==> src/rtl/ex_mem_pipe_pkg.sv <==
// ex_mem_pkg: default widths, stage state encoding and payload layout for the EX/MEM register.
package ex_mem_pkg;
    localparam int DEF_WB_W   = 2;
    localparam int DEF_M_W    = 3;
    localparam int DEF_RD_W   = 5;
    localparam int DEF_DATA_W = 32;
    localparam int DEF_CNT_W  = 16;
    typedef enum logic [1:0] {EMPTY, FULL, SKID} state_t;
    typedef struct packed {
        logic [DEF_WB_W-1:0]   wb;
        logic [DEF_M_W-1:0]    m;
        logic [DEF_RD_W-1:0]   rd;
        logic [DEF_DATA_W-1:0] alu;
        logic [DEF_DATA_W-1:0] wdata;
    } payload_t;
endpackage

==> src/rtl/ex_mem_pipe_slot.sv <==
// pipe_slot: one payload register with valid bit; clear drops the entry and zeroes the
// control field held in the top C bits so a squashed entry can never act.
module pipe_slot #(
    parameter int W = 8,
    parameter int C = 1
) (
    input  logic         clock,
    input  logic         reset,
    input  logic         load,
    input  logic         unload,
    input  logic         clear,
    input  logic [W-1:0] d,
    output logic         valid,
    output logic [W-1:0] q
);
    always_ff @(posedge clock) begin
        if (reset) begin
            valid <= 1'b0;
            q     <= '0;
        end else if (clear) begin
            valid      <= 1'b0;
            q[W-1 -: C] <= '0;
        end else if (load) begin
            valid <= 1'b1;
            q     <= d;
        end else if (unload) begin
            valid <= 1'b0;
        end
    end
endmodule

==> src/rtl/ex_mem_pipe.sv <==
// ex_mem_pipe: EX/MEM interstage register with valid/ready, flush and saturating stall counter.
// Define EX_MEM_PIPE_SKID_EN to add a skid slot and register in_ready.
module ex_mem_pipe
    import ex_mem_pkg::*;
#(
    parameter int WB_W   = DEF_WB_W,
    parameter int M_W    = DEF_M_W,
    parameter int RD_W   = DEF_RD_W,
    parameter int DATA_W = DEF_DATA_W,
    parameter int CNT_W  = DEF_CNT_W
) (
    input  logic              clock,
    input  logic              reset,
    input  logic              flush,
    input  logic              in_valid,
    output logic              in_ready,
    input  logic [WB_W-1:0]   WB,
    input  logic [M_W-1:0]    M,
    input  logic [RD_W-1:0]   rd,
    input  logic [DATA_W-1:0] ALUout,
    input  logic [DATA_W-1:0] writeDataIn,
    output logic              out_valid,
    input  logic              out_ready,
    output logic [WB_W-1:0]   WBRegister,
    output logic [M_W-1:0]    MRegister,
    output logic [RD_W-1:0]   rdRegister,
    output logic [DATA_W-1:0] ALURegister,
    output logic [DATA_W-1:0] writeDataOut,
    output logic [CNT_W-1:0]  stallCount
);
    localparam int C = WB_W + M_W;
    localparam int W = C + RD_W + 2 * DATA_W;
    logic [W-1:0]      in_bus, main_d, main_q;
    logic              main_v, main_ld, acc, con;
    logic [WB_W-1:0]   wb_q;
    logic [M_W-1:0]    m_q;
    assign in_bus = {WB, M, rd, ALUout, writeDataIn};
    assign acc = in_valid && in_ready;
    assign con = out_valid && out_ready;
`ifdef EX_MEM_PIPE_SKID_EN
    logic [W-1:0] skid_q;
    logic         skid_v, rdy_q;
    state_t       state, nxt;
    assign in_ready = rdy_q && !reset;
    assign main_d = skid_v ? skid_q : in_bus;
    assign main_ld = (acc || skid_v) && (con || !main_v);
    pipe_slot #(.W(W), .C(C)) skid_slot (
        .clock(clock), .reset(reset), .load(acc && main_v && !con), .unload(con),
        .clear(flush), .d(in_bus), .valid(skid_v), .q(skid_q)
    );
    always_comb begin
        nxt = flush ? EMPTY :
              state == EMPTY ? (acc ? FULL : EMPTY) :
              state == FULL  ? (acc && !con ? SKID : (!acc && con ? EMPTY : FULL)) :
              (con ? FULL : SKID);
    end
    // in_ready comes straight from a flop, cutting the path from out_ready
    always_ff @(posedge clock) begin
        if (reset) begin
            state <= EMPTY;
            rdy_q <= 1'b1;
        end else begin
            state <= nxt;
            rdy_q <= nxt != SKID;
        end
    end
`else
    assign in_ready = !reset && (!main_v || out_ready);
    assign main_d = in_bus;
    assign main_ld = acc;
`endif
    pipe_slot #(.W(W), .C(C)) main_slot (
        .clock(clock), .reset(reset), .load(main_ld), .unload(con),
        .clear(flush), .d(main_d), .valid(main_v), .q(main_q)
    );
    assign out_valid = main_v;
    assign {wb_q, m_q, rdRegister, ALURegister, writeDataOut} = main_q;
    assign WBRegister = main_v ? wb_q : '0;
    assign MRegister = main_v ? m_q : '0;
    always_ff @(posedge clock) begin
        if (reset)
            stallCount <= '0;
        else if (out_valid && !out_ready && !(&stallCount))
            stallCount <= stallCount + 1'b1;
    end
endmodule

==> config.mk <==
export PLATFORM = sky130hd
export DESIGN_NAME = ex_mem_pipe
export DESIGN_NICKNAME = d
export VERILOG_FILES = /design/src/rtl/ex_mem_pipe_pkg.sv /design/src/rtl/ex_mem_pipe_slot.sv /design/src/rtl/ex_mem_pipe.sv
export SDC_FILE = /design/constraint.sdc
export NUM_CORES = 1
export LEC_CHECK = 0
export BUFFER_PORTS_ARGS = -buffer_cell sky130_fd_sc_hd__buf_2
export CAP_MARGIN = 20
export CORE_MARGIN = 8
export CORE_UTILIZATION = 45
export CTS_CLUSTER_DIAMETER = 30
export DETAILED_ROUTE_END_ITERATION = 8
export PLACE_DENSITY = 0.75
export SLEW_MARGIN = 30
export SYNTH_ARGS = -nofsm -noshare
export SYNTH_HDL_FRONTEND = slang
export SYNTH_HIERARCHICAL = 1
export SYNTH_SLANG_ARGS = --single-unit
==> constraint.sdc <==
create_clock -name clock -period 3.82 [get_ports clock]
set_input_delay 0.191 -clock clock [delete_from_list [all_inputs] [get_ports clock]]
set_output_delay 0.191 -clock clock [all_outputs]
set_load 0.01 [all_outputs]
==> results of run 1 <==
cell usage after synthesis, drive strengths merged (3+ instances only):
cell | count | area (sq um)
nand2b | 73 | 459
nor2 | 13 | 61.3
and3 | 4 | 25.0
nor4 | 3 | 40.0
nand2 | 5 | 18.8
nand4bb | 69 | 777
o21ai | 75 | 375
nor2b | 4 | 27.5
a21oi | 10 | 53.8
or3 | 7 | 48.8
dfxtp | 91 | 1820
mux2i | 6 | 60.1
buf | 13 | 88.8
nand3 | 3 | 27.5
and2 | 6 | 37.5
clkbuf | 27 | 103
nand4 | 4 | 37.5
path summary, 6_finish.rpt:
path                                startpoint                           end  slack [ns]  cells after the start
hold / removal                            M[2]  main_slot/q[71]$_SDFFE_PP0P_        0.09                      3
hold reg to reg   main_slot/q[68]$_SDFFE_PP0P_  main_slot/q[68]$_SDFFE_PP0P_        0.47                      2
setup reg to reg    stallCount[1]$_SDFFE_PP0P_   stallCount[14]$_SDFFE_PP0P_        1.84                      5
setup / recovery    stallCount[1]$_SDFFE_PP0P_   stallCount[14]$_SDFFE_PP0P_        1.84                      5
cells by family after synthesis:
group / Yosys count
and+or+nand+nor: 199
AOI/OAI and AO/OA: 96
DFF: 91
buffers and inverters: 42
muxes: 8
adders and majority gates: 1
tightest hold or removal path, cell delays in order:
cell,delay (ns)
sky130_fd_sc_hd__buf_2,0.07
sky130_fd_sc_hd__mux2i_1,0.07
sky130_fd_sc_hd__nor2_2,0.07
power by group through the flow:
stage / Sequential [uW] / Combinational, uW / Clock (uW)
2_1_floorplan: 1020 / 107 / 0
3_5_place_dp: 1010 / 206 / 0
4_1_cts: 990 / 207 / 882
6_report: 990 / 207 / 860
5_1_grt: 993 / 226 / 921
3_3_place_gp: 1010 / 201 / 0
sequential cells by signal (all words and copies together), names as in the netlist:
signal and count:
stallCount 16, main_slot/q 74, main_slot/valid 1
through the flow:
stage / worst slack (ns) / utilization, %
after global placement: 1.66 / 55.4
after global routing: 1.73 / 58.7
after CTS: 1.58 / 58.4
after floorplan: 1.96 / -
final: 1.84 / 58.7
after detailed placement: 1.60 / 55.4
routing by layer:
layer  GRT usage [%]  vias up  part of all wire (%)
met5               0        -                 0.083
met4            4.97        2                   1.2
met3            6.60       14                   9.0
met2            27.0      147                    45
met1            22.6     1781                    45
li1                -     1868                     -
layout make-up:
class,instances,area (sq um),share of cell area (%)
well taps,111,139,2.57
flip-flops and latches,91,1820,33.8
inverters,2,7.51,0.139
repair buffers,175,911,16.9
clock buffers,10,138,2.55
clock inverters,6,136,2.53
diodes,1,2.50,0.0464
multi-input cells,304,2240,41.5
==> impl_results.md, run 1 <==
* Required time at the worst-slack endpoint at ~4.1 ns
* Vias in the first global route at roughly 3800
* Multiplexer share of the synthesized area at under 10%
* Share of total power in the clock network at 41.8%
* Internal power at 1600 uW
* Final critical-path share of the clock period at between 50% and 60%
* Max capacitance violation total at 0
* Fraction of power consumed by combinational cells at between 10% and 20%
* Largest net degree at the start of global routing at 96
* I/O pin total at 171
* Post-synthesis average cell area at 9.74 sq um
* Number of clock sinks at 91
* Post-DP Area at a little over 5000 sq um
* Routability congestion estimate from global placement at around 0.77
* Final Max Tran Viols at 0
* Horiz. Die Dim at 113 um
* Clock root buffer: sky130_fd_sc_hd__clkbuf_8
* Post-layout net count at 663
* Count of warnings emitted by yosys at 6
* Clock latency reported for the late side of the worst-skew pair at 0.34 ns
* Share of the yosys chip area belonging to registers at 42.8%
* Cell count after synthesis at 437
* Placed wire-length estimate at 8220 um
* Starting Density at 46.3%
* Number of DRC violations after detailed routing at 0
* Crit path DAT at about 2.2 ns
* Capturing element type of the critical path: flip-flop
* Antenna viol nets, final at 0
* Net Count, Synth at 517
* Cell with the largest stage delay on the worst path: sky130_fd_sc_hd__dfxtp_1
* Power per standard cell area at around 380 nW/um^2
* Number of core rows at 35
* Kind of critical path: flip-flop to flip-flop
* Commonest cells after routing, fill and taps aside: 169 x sky130_fd_sc_hd__buf_2, 91 x sky130_fd_sc_hd__dfxtp_1, 72 x sky130_fd_sc_hd__nand2b_1
* Proportion of total power due to net switching at 22.4%
* Count of buffering cells on the critical path with inverters included at 0
* Share of synthesized cell area in and, or, nand and nor gates at 38.2%
* Total negative setup slack at 0 ns
* Fin area at 5400 sq um
* Final hold viol count at 0
* Clock slew at reported path FFs at 0.09 ns
* Switch Pwr at 460 uW
* Total wire length after detailed routing at 12000 um
* Remaining Overflow, GRT at 0
* Synthesized-area fraction occupied by xor and xnor cells at 0%
* Setup violations, final at 0
* H-Tree Depth at 3
* Dominant combinational cell family by area after synthesis: simple AND/OR/NAND/NOR gates
* Most used flip-flop cell after synthesis: sky130_fd_sc_hd__dfxtp_1
* Global Route Usage Sum at approximately 18%
* Leak Pwr at 0.00226 uW
* Port-buffer cells at 170
* Number of fill cells in the layout at between 800 and 900
* Async set or reset register ratio after synthesis at 0%
* Hold slack at ~0.085 ns
* Maximum resistive drop on vdd at 0.000194 V
* Total clock buffers created by CTS at 9
* Worst Path Max Fanout at 5
* Fraction of layout instances using a drive strength above 1 at 35.4%
* Global-route wire length before repair at between 15000 and 20000 um
* Min Clock Period, post-route at 1.98 ns
* Placeable core region at just over 9000 sq um
* Share of the synthesized area in compound gates (AO/OA/AOI/OAI) at 12.1%
* Fraction of the mapped netlist area in adder cells at 0.294%
* CP Launch Type: flip-flop
* Kind of cell adding the most delay to the critical path: simple AND/OR/NAND/NOR gates
* Cell count after placement at 682
* Final Skew at 0.00768 ns
* Status: completed
* Via count normalized by instance count at 5.45
* CTS Buffer Depth at 2
* Min-Delay Path Class: input port to flip-flop
* Layout Area Growth over Synthesis at 26.8%
* Area of the mapped netlist at 4260 sq um
* DR vias at approximately 3800
* Distinct cell type count of the synthesized netlist at 50
* Avg WL per Cell at roughly 17 um
* Remaining max-slew budget at the tightest pin at 45.9%
* PostCTS Resize Cnt at 0
* Overall die area at 12800 sq um
* Number of storage elements in the synthesis netlist at 91
* Number of search-and-repair iterations in the first detailed-routing pass at 4
* Number of enable-type register cells in the synthesized netlist at 0
* Post-CTS Setup Bufs at 0
* Number of standard cells in the layout, taps in and fillers out at 700
* Most frequent standard cell in the layout excluding fill and tap cells: sky130_fd_sc_hd__buf_2
* Initial antenna violation count at 1
* Setup repair after global routing missed its margin: no
* TritonCTS clock tree: done
* Cells along the critical path: ha_1 > nand4_2 > or3_4 > nor4b_2 > mux2_1
* CTS Hold Buffers Added at 0
* DIE HEIGHT at 113 um
* Starting DRT DRC Count at between 300 and 400
* Transition time at the pin with the least slew margin at roughly 0.8 ns
* Sequential share of power at 48.1%
* Design Power at 2060 uW
* Worst path max stage delay at 0.41 ns
* Highest clock rate at 505 MHz
No activity file was read; power rests on OpenSTA's default activity.
==> run 2, diff against run 1 <==
- CORE_UTILIZATION: 45 -> 44
- PLACE_DENSITY: 0.75 -> 0.77
- clock period: 3.82 -> 1.7 ns (I/O delays scaled with it)
==> run 2 against run 1 <==
  * Die area grew 2.0%
  * Global-route usage is 1.3 points higher
  * Maximum frequency rose by 19%
  * Combinational power increased to 2.8 times the previous value
  * Worst hold slack got worse by 0.069 ns
  * First-iteration DRC count fell by 6.0%
  * Non-clock buffer count is 69 higher
  * Sequential share of layout area shrank 3.8 points
  * Critical endpoint unchanged
  * Highest routed layer is now met4
==> impl_results.md, run 2 (synthesis results as in run 1) <==
* Final critical-path share of the clock period at 97.6%
* Area of combinational cells with multiple inputs at approximately 2300 sq um
* Worst Path Max Fanout at 6
* Most frequent standard cell in the layout excluding fill and tap cells: sky130_fd_sc_hd__buf_2
* Routability congestion estimate from global placement at 0.823
* Power per standard cell area at 716 nW/um^2
* TritonCTS clock tree: done
* Highest clock rate at 603 MHz
* DR vias at 4108
* Number of clock sinks at 91
* Placeable core region at 9590 sq um
* Min-Delay Path Class: input port to flip-flop
* Commonest cells after routing, fill and taps aside: 169 x sky130_fd_sc_hd__buf_2, 89 x sky130_fd_sc_hd__dfxtp_1, 72 x sky130_fd_sc_hd__nand2b_1
* Total wire length after detailed routing at 13000 um
* Vias in the first global route at 4158
* Total clock buffers created by CTS at 9
* Setup violations, final at 0
* Number of DRC violations after detailed routing at 0
* Clock latency reported for the late side of the worst-skew pair at approximately 0.34 ns
* I/O pin total at 171
* DIE HEIGHT at 114 um
* Final core utilization at 63.6%
* Number of fill cells in the layout at 807
* Clock slew at reported path FFs at ~0.1 ns
* Number of search-and-repair iterations in the first detailed-routing pass at 4
* Post-route setup slack at 0.0416 ns
* Horiz. Die Dim at around 110 um
* Remaining max-slew budget at the tightest pin at 68.1%
* Top register by number of flip-flops: main_slot/q
* Largest net degree at the start of global routing at 160
* Starting DRT DRC Count at about 280
* Crit path DAT at 1.89 ns
* Post-layout net count at 732
* Port-buffer cells at 170
* CP Launch Type: flip-flop
* Status: completed
* Kind of critical path: flip-flop to flip-flop
* Final hold viol count at 0
* CTS Buffer Depth at 2
* Min Clock Period, post-route at between 1.5 and 2 ns
* Avg WL per Cell at 16.4 um
* Max FFs per register at 74
* Global-route wire length before repair at a little over 20000 um
* Cells along the critical path: ha_4 > nand4_2 > or3_4 > nor4b_4 > mux2_4
* Global Route Usage Sum at a little under a fifth
* Overall die area at roughly 13000 sq um
* Initial antenna violation count at 2
* H-Tree Depth at 3
* Final Max Tran Viols at 0
* Final Skew at roughly 0.0097 ns
* Antenna viol nets, final at 0
* Clock root buffer: sky130_fd_sc_hd__clkbuf_8
* Required time at the worst-slack endpoint at 1.93 ns
* Via count normalized by instance count at 5.19
* Cell with the largest stage delay on the worst path: sky130_fd_sc_hd__dfxtp_4
* Maximum resistive drop on vdd at 0.000477 V
* Largest regs: main_slot/q: 74 flops, stallCount: 16 flops, main_slot/valid: 1 flops
* Placed wire-length estimate at ~8000 um
* Layout Area Growth over Synthesis at 43.4%
* Transition time at the pin with the least slew margin at 0.478 ns
* Number of core rows at 36
* Starting Density at between 40% and 50%
* Remaining Overflow, GRT at 0
* Setup slack at placement at slightly above 0.05 ns
* Worst path max stage delay at 0.39 ns
* Area of all sequential standard cells at 1830 sq um
* Leak Pwr at 0.00256 uW
* Capturing element type of the critical path: flip-flop
* Setup repair after global routing missed its margin: yes
* Max capacitance violation total at 0
* Fraction of layout instances using a drive strength above 1 at 35.0%
* Total negative setup slack at 0 ns
[run 2: repair_timing]
action,4_1_cts,5_1_grt
hold buffers,50,0
buffers inserted,0,1
setup endpoints to repair,0,2
hold endpoints to repair,50,0
gates resized for setup,0,2
[run 2: path summary, 6_finish.rpt]
kind,start,end,slack (ns),cells after the start
setup / recovery,stallCount[0]$_SDFFE_PP0P_,stallCount[14]$_SDFFE_PP0P_,0.04,5
hold / removal,ALUout[18],main_slot/q[50]$_SDFFE_PP0P_,0.02,3
setup reg to reg,stallCount[0]$_SDFFE_PP0P_,stallCount[14]$_SDFFE_PP0P_,0.04,5
hold reg to reg,main_slot/q[66]$_SDFFE_PP0P_,main_slot/q[66]$_SDFFE_PP0P_,0.47,2
[run 2: worst max-delay path, delay by kind of cell, from the launching register on]
kind | cells | cell delay, ns
and+or+nand+nor | 3 | 0.70
DFF | 1 | 0.39
adders and majority gates | 1 | 0.14
muxes | 1 | 0.32
[run 2: power breakdown]
part,switching [uW],internal [uW],leakage (uW)
clock network,778,790,0.000110
registers,32.5,2190,0.000740
logic,260,323,0.00171
total,1070,3300,0.00256
[run 2: area by class of cell]
| class | count | area share [%] |
|---|---|---|
| Inverter | 2 | 0.123 |
| Multi-Input combinational cell | 304 | 37.2 |
| Timing Repair Buffer | 244 | 26.4 |
| Tap cell | 133 | 2.73 |
| Clock buffer | 11 | 2.50 |
| Clock inverter | 5 | 1.07 |
| Antenna cell | 2 | 0.0820 |
| Sequential cell | 91 | 30.0 |
[run 2: through the flow]
stage | total power [uW] | hold slack [ns] | area, sq um | instances
finish | 4370 | 0.0166 | 6100 | 792
global route | 4570 | 0.00913 | 6100 | 792
CTS | 4440 | 0.000200 | 6080 | 789
detailed placement | 2760 | 0.342 | 5360 | 723
global placement | 2740 | 0.330 | 5360 | 723
floorplan | 2540 | 0.240 | 4280 | 437
[run 2: per-layer routing]
layer  track usage, %  share of wire (%)  wire length [um]
met1             21.7                 42              5460
met3             5.06                6.8               878
met4             6.30               0.85               110
met5                0                  0                 0
met2             33.2                 50              6550
